$ cat config.mk
export PLATFORM = sky130hd
export DESIGN_NAME = mant_mul_seq_flat
export DESIGN_NICKNAME = d
export VERILOG_FILES = /design/src/rtl/mant_mul_seq_if.sv /design/src/rtl/mant_mul_seq.sv /design/src/flat_wrapper.sv
export SDC_FILE = /design/constraint.sdc
export NUM_CORES = 1
export LEC_CHECK = 0
export ABC_AREA = 1
export CAP_MARGIN = 40
export CORE_MARGIN = 5
export CORE_UTILIZATION = 30
export DETAILED_ROUTE_END_ITERATION = 6
export PLACE_DENSITY = 0.59
export SLEW_MARGIN = 20
export SYNTH_ARGS = -nofsm -noshare
export SYNTH_HDL_FRONTEND = slang
export SYNTH_SLANG_ARGS = --single-unit
$ cat constraint.sdc
create_clock -name i_clk -period 18.2 [get_ports i_clk]
set_clock_uncertainty 0.1 [all_clocks]
set_input_delay 1.82 -clock i_clk [delete_from_list [all_inputs] [get_ports i_clk]]
set_output_delay 1.82 -clock i_clk [all_outputs]
set_load 0.005 [all_outputs]
$ cat src/rtl/mant_mul_seq_if.sv
// Operand and product handshakes of the sequential mantissa multiplier.
// Upstream drives i_valid/i_mant_*; downstream drives i_ready.
interface mant_mul_seq_if #(parameter int WIDTH = 21);
  logic               i_valid;
  logic               o_ready;
  logic [WIDTH-1:0]   i_mant_a;
  logic [WIDTH-1:0]   i_mant_b;
  logic               o_valid;
  logic               i_ready;
  logic [2*WIDTH-1:0] o_product;
  logic               o_busy;

  modport master (
    output i_valid, i_mant_a, i_mant_b, i_ready,
    input  o_ready, o_valid, o_product, o_busy
  );

  modport slave (
    input  i_valid, i_mant_a, i_mant_b, i_ready,
    output o_ready, o_valid, o_product, o_busy
  );
endinterface

$ cat src/rtl/mant_mul_seq.sv
// Purpose: unsigned 21x21 shift-and-add mantissa multiplier, 42-bit product.
// Latency: 21 cycles from operand accept to o_valid; one op per 23 cycles max.
// Backpressure: DONE holds product and o_valid until i_ready; inputs ignored outside IDLE.
module add_42bits (
  input  logic [41:0] a,
  input  logic [41:0] b,
  input  logic        ci,
  output logic [41:0] s,
  output logic        co
);
  logic [42:0] c;

  assign c[0] = ci;
  for (genvar i = 0; i < 42; i++) begin : g_fa
    assign s[i]   = a[i] ^ b[i] ^ c[i];
    assign c[i+1] = (a[i] & b[i]) | (c[i] & (a[i] ^ b[i]));
  end
  assign co = c[42];
endmodule

module mant_mul_seq (
  input  logic          i_clk,
  input  logic          i_rst_n,
  mant_mul_seq_if.slave bus
);
  localparam int WIDTH = 21;
  localparam int PW    = 2 * WIDTH;

  typedef enum logic [1:0] {IDLE, CALC, DONE} state_t;

  state_t           state;
  state_t           state_nxt;
  logic [PW-1:0]    mcand;
  logic [PW-1:0]    acc;
  logic [PW-1:0]    sum;
  logic [PW-1:0]    acc_nxt;
  logic [PW-1:0]    product_q;
  logic [WIDTH-1:0] mplier;
  logic [4:0]       cnt;
  logic             add_co;
  logic             last;

  add_42bits u_add (
    .a  (acc),
    .b  (mcand),
    .ci (1'b0),
    .s  (sum),
    .co (add_co)
  );

  assign acc_nxt = mplier[0] ? sum : acc;
  assign last    = (cnt == 5'(WIDTH - 1));

  always_ff @(posedge i_clk or negedge i_rst_n) begin
    if (!i_rst_n) state <= IDLE;
    else          state <= state_nxt;
  end

  always_comb begin
    state_nxt = state;
    case (state)
      IDLE:    if (bus.i_valid) state_nxt = CALC;
      CALC:    if (last)        state_nxt = DONE;
      DONE:    if (bus.i_ready) state_nxt = IDLE;
      default: state_nxt = IDLE;
    endcase
  end

  always_comb begin
    bus.o_ready = (state == IDLE);
    bus.o_busy  = (state == CALC);
    bus.o_valid = (state == DONE);
  end

  // Product register is only reloaded at the end of CALC, so it survives the return to IDLE.
  always_ff @(posedge i_clk or negedge i_rst_n) begin
    if (!i_rst_n) begin
      mcand     <= '0;
      mplier    <= '0;
      acc       <= '0;
      cnt       <= '0;
      product_q <= '0;
    end else begin
      case (state)
        IDLE: begin
          if (bus.i_valid) begin
            mcand  <= {{WIDTH{1'b0}}, bus.i_mant_a};
            mplier <= bus.i_mant_b;
            acc    <= '0;
            cnt    <= '0;
          end
        end
        CALC: begin
          acc    <= acc_nxt;
          mcand  <= mcand << 1;
          mplier <= mplier >> 1;
          cnt    <= cnt + 5'd1;
          if (last) product_q <= acc_nxt;
        end
        default: ;
      endcase
    end
  end

  assign bus.o_product = product_q;

  // The partial sum can never exceed (2^21-1)^2, so the adder carry-out stays low in CALC.
  assert property (@(posedge i_clk) disable iff (!i_rst_n) (state == CALC) |-> !add_co);
endmodule

$ cat src/flat_wrapper.sv
// flat-port wrapper written by rule: the top's interface ports become plain ports
module mant_mul_seq_flat 
  (i_clk, i_rst_n, bus_i_valid, bus_i_mant_a, bus_i_mant_b, bus_i_ready, bus_o_ready, bus_o_valid, bus_o_product, bus_o_busy);
  mant_mul_seq_if bus_i ();
  input  logic i_clk;
  input  logic i_rst_n;
  input wire logic [$bits(bus_i.i_valid)-1:0] bus_i_valid;
  input wire logic [$bits(bus_i.i_mant_a)-1:0] bus_i_mant_a;
  input wire logic [$bits(bus_i.i_mant_b)-1:0] bus_i_mant_b;
  input wire logic [$bits(bus_i.i_ready)-1:0] bus_i_ready;
  output wire logic [$bits(bus_i.o_ready)-1:0] bus_o_ready;
  output wire logic [$bits(bus_i.o_valid)-1:0] bus_o_valid;
  output wire logic [$bits(bus_i.o_product)-1:0] bus_o_product;
  output wire logic [$bits(bus_i.o_busy)-1:0] bus_o_busy;
  assign bus_i.i_valid = bus_i_valid;
  assign bus_i.i_mant_a = bus_i_mant_a;
  assign bus_i.i_mant_b = bus_i_mant_b;
  assign bus_i.i_ready = bus_i_ready;
  assign bus_o_ready = bus_i.o_ready;
  assign bus_o_valid = bus_i.o_valid;
  assign bus_o_product = bus_i.o_product;
  assign bus_o_busy = bus_i.o_busy;
  mant_mul_seq u_core (.i_clk(i_clk), .i_rst_n(i_rst_n), .bus(bus_i));
endmodule
==> metrics.md <==
| Metric | Value |
|---|---|
| Wire per inst | `13.4 µm` |
| Die X-Extent | `166 µm` |
| CP Data Arrival Time | `17.27 ns` |
| RSZ-0062 raised after global routing | `false` |
| Register area share after synthesis | `52.6%` |
| Peak supply drop | `0.0958 mV` |
| NetSw | `0.527 mW` |
| Clk root buf | `clkbuf_16` |
| CTS Hold Bufs | `0` |
| Critical path endpoint category | `register` |
| Share of power burned in registers | `38.0%` |
| Total GRT Usage | `12.3%` |
| CP max FO | `2` |
| Pre-antenna DRT Iters | `4` |
| Final Slew Violations | `0` |
| Cells resized by post-CTS repair | `0` |
| CP max stage cell | `fa_1` |
| Site Rows | `57` |
| #FFs+latches synth | `154` |
| Setup TNS | `0 ns` |
| Die area | `27600 µm²` |
| Register area | `3850 µm²` |
| Worst-Margin Slew | `0.732 ns` |
| Most frequent CP cell | `fa_1` |
| CTS Buf Count | `17` |
| H-tree levels | `4` |
| Final hold violations | `0` |
| Startpoint class of the critical path | `register` |
| Max Fclk | `0.0584 GHz` |
| Syn Std Cell Area | `7320 µm²` |
| Core Box Area | `24200 µm²` |
| Vias in the first global route | `5525` |
| Largest net degree at the start of global routing | `79` |
| Clk Latency, worst-skew pair | `0.42 ns` |
| Mapped Nets | `901` |
| Yosys warning total | `0` |
| Fin nets | `977` |
| Mean Syn Cell Area | `9.02 µm²` |
| WP data required | `18.35 ns` |
| Run status | `complete, no violations` |
| Residual DRC count | `0` |
| Post-DP HPWL | `10700 µm` |
| DRT iter0 DRCs | `316` |
| Port Buffers | `90` |
| Rel. slew slack | `51.2%` |
| Leakage | `4.30 nW` |
| Critical path class | `register to register` |
| First-pass GRT wire length | `28200 µm` |
| Period utilization | `94.1%` |
| Total gr overflow | `0` |
| Crit path time final | `17.12 ns` |
| Setup ws final | `1.08 ns` |
| Distinct cells, synth | `20` |
| Die Ht | `166 µm` |
| Initial Util | `30.3%` |
| Final WL | `16500 µm` |
| PD cells | `161 nW/µm²` |
| Slowest stage delay, CP | `0.49 ns` |
| Multi-input gate area | `2970 µm²` |
| Worst-case clock buffer depth | `2` |
| Fillcell total | `2404` |
| Pre-CTS setup slack | `0.931 ns` |
| Clk network pwr share | `27.3%` |
| Layout cell share with drive strength beyond 1 | `5.55%` |
| Maxcap violations | `0` |
| Routability Congestion | `0.721` |
| Worst-path clk slew | `0.06 ns` |
| Final setup vio count | `0` |
| Post-CTS setup repair buffer count | `0` |
| CTS tree | `done` |
| Via/cell ratio | `4.43` |
| Clk sink count | `154` |
| Initial antenna violation count | `0` |
| Ports | `91` |
| Syn Inst Count | `812` |
| Via count | `5423` |
| Switching share of power | `35.3%` |
| Synth-to-Final Area Change | `26.6%` |
| Ant diodes | `0` |
| Internal power | `0.967 mW` |
| Logic pwr share | `34.7%` |
| Worst hold path type | `register to register` |
| Post-route ant nets | `0` |
layout make-up:
cell class | instances | area share, %
Sequential cell | 154 | 41.6
Multi-Input combinational cell | 537 | 32.0
Clock inverter | 14 | 2.62
Timing Repair Buffer | 100 | 11.6
Clock buffer | 18 | 4.63
Inverter | 78 | 3.16
Tap cell | 324 | 4.37
power groups by stage:
stage / clock network [mW] / logic (mW) / registers (mW)
6_report: 0.408 / 0.518 / 0.568
2_1_floorplan: 0 / 0.350 / 0.549
5_1_grt: 0.435 / 0.606 / 0.588
3_5_place_dp: 0 / 0.523 / 0.574
4_1_cts: 0.419 / 0.526 / 0.569
3_3_place_gp: 0 / 0.494 / 0.581
cells in the final DEF (no fill, tap or decap), drive strengths merged:
cell,netlist,final
o22ai,30,30
o21ai,89,89
nor2,6,6
o21a,1,1
buf,31,11
o211ai,1,1
clkinv,0,5
dfrtp,154,154
nand3,44,44
ha,3,3
fa,40,40
bufinv,0,6
clkdlybuf4s50,0,89
nand2,320,320
o21bai,1,1
o31ai,1,1
inv,78,81
clkbuf,12,18
nand4,1,1
registers in the layout, indices dropped and copies added, names as in the netlist:
name                  flops
u_core.bus.o_product     42
u_core.mplier            21
u_core.acc               42
u_core.cnt                5
u_core.state              2
u_core.mcand             42
Yosys cell counts:
| master | n | area, µm² |
|---|---|---|
| buf_4 | 6 | 45.0 |
| o31ai_1 | 1 | 7.51 |
| o22ai_1 | 30 | 188 |
| o21a_1 | 1 | 7.51 |
| nand3_1 | 44 | 220 |
| o211ai_1 | 1 | 7.51 |
| ha_1 | 3 | 37.5 |
| o21ai_0 | 89 | 445 |
| clkbuf_1 | 12 | 45.0 |
| fa_1 | 40 | 801 |
| buf_2 | 25 | 125 |
| o21bai_1 | 1 | 7.51 |
| inv_1 | 75 | 282 |
| inv_2 | 3 | 11.3 |
| nand2_1 | 318 | 1190 |
| nand4_1 | 1 | 6.26 |
| nor2_2 | 1 | 6.26 |
| dfrtp_1 | 154 | 3850 |
| nor2_1 | 5 | 18.8 |
| nand2_2 | 2 | 12.5 |
cell families after synthesis:
| kind of cell | Yosys count | share of synthesized area [%] |
|---|---|---|
| buffers and inverters | 121 | 6.94 |
| DFF | 154 | 52.6 |
| AOI/OAI and AO/OA | 123 | 9.06 |
| and+or+nand+nor | 371 | 19.9 |
| adders and majority gates | 43 | 11.5 |
worst max-delay path, delay by kind of cell, from the launching register on:
kind / cells / cell delay (ns)
compound gates: 2 / 0.36
fa+ha+maj: 41 / 15.85
buf+inv: 4 / 0.28
flops: 1 / 0.39
per-stage QoR:
stage          util [%]  hold slack [ns]  cells  instance area (µm²)  power (mW)
6_report           38.3            0.370   1225                 9270        1.49
5_1_grt            38.3            0.387   1225                 9270        1.63
4_1_cts            38.0            0.375   1222                 9200        1.51
3_5_place_dp       35.3            0.359   1190                 8530        1.10
3_3_place_gp       35.0            0.356   1187                 8450        1.08
2_1_floorplan         -            0.342    812                 7320       0.899
path summary, 6_finish.rpt:
check | from | end | slack, ns | depth (start not counted)
max | u_core.acc[0] | u_core.acc[40] | 1.08 | 47
min | u_core.mplier[20] | u_core.mplier[20] | 0.37 | 2
max reg2reg | u_core.acc[0] | u_core.acc[40] | 1.08 | 47
min reg2reg | u_core.mplier[20] | u_core.mplier[20] | 0.37 | 2
max in group asynchronous | i_rst_n | u_core.mplier[0] | 16.02 | 3
min in group asynchronous | i_rst_n | u_core.mcand[36] | 1.18 | 1
routing by layer:
metal  GRT usage [%]  vias to the layer above  part of all wire (%)
met4            3.84                        0                   1.1
met5               0                        -                     0
met2            20.4                       66                    48
met1            16.6                     2632                    48
met3            2.21                       14                   2.7
li1                -                     2711                     -
Note: power is estimated with default switching activity, not from simulation.
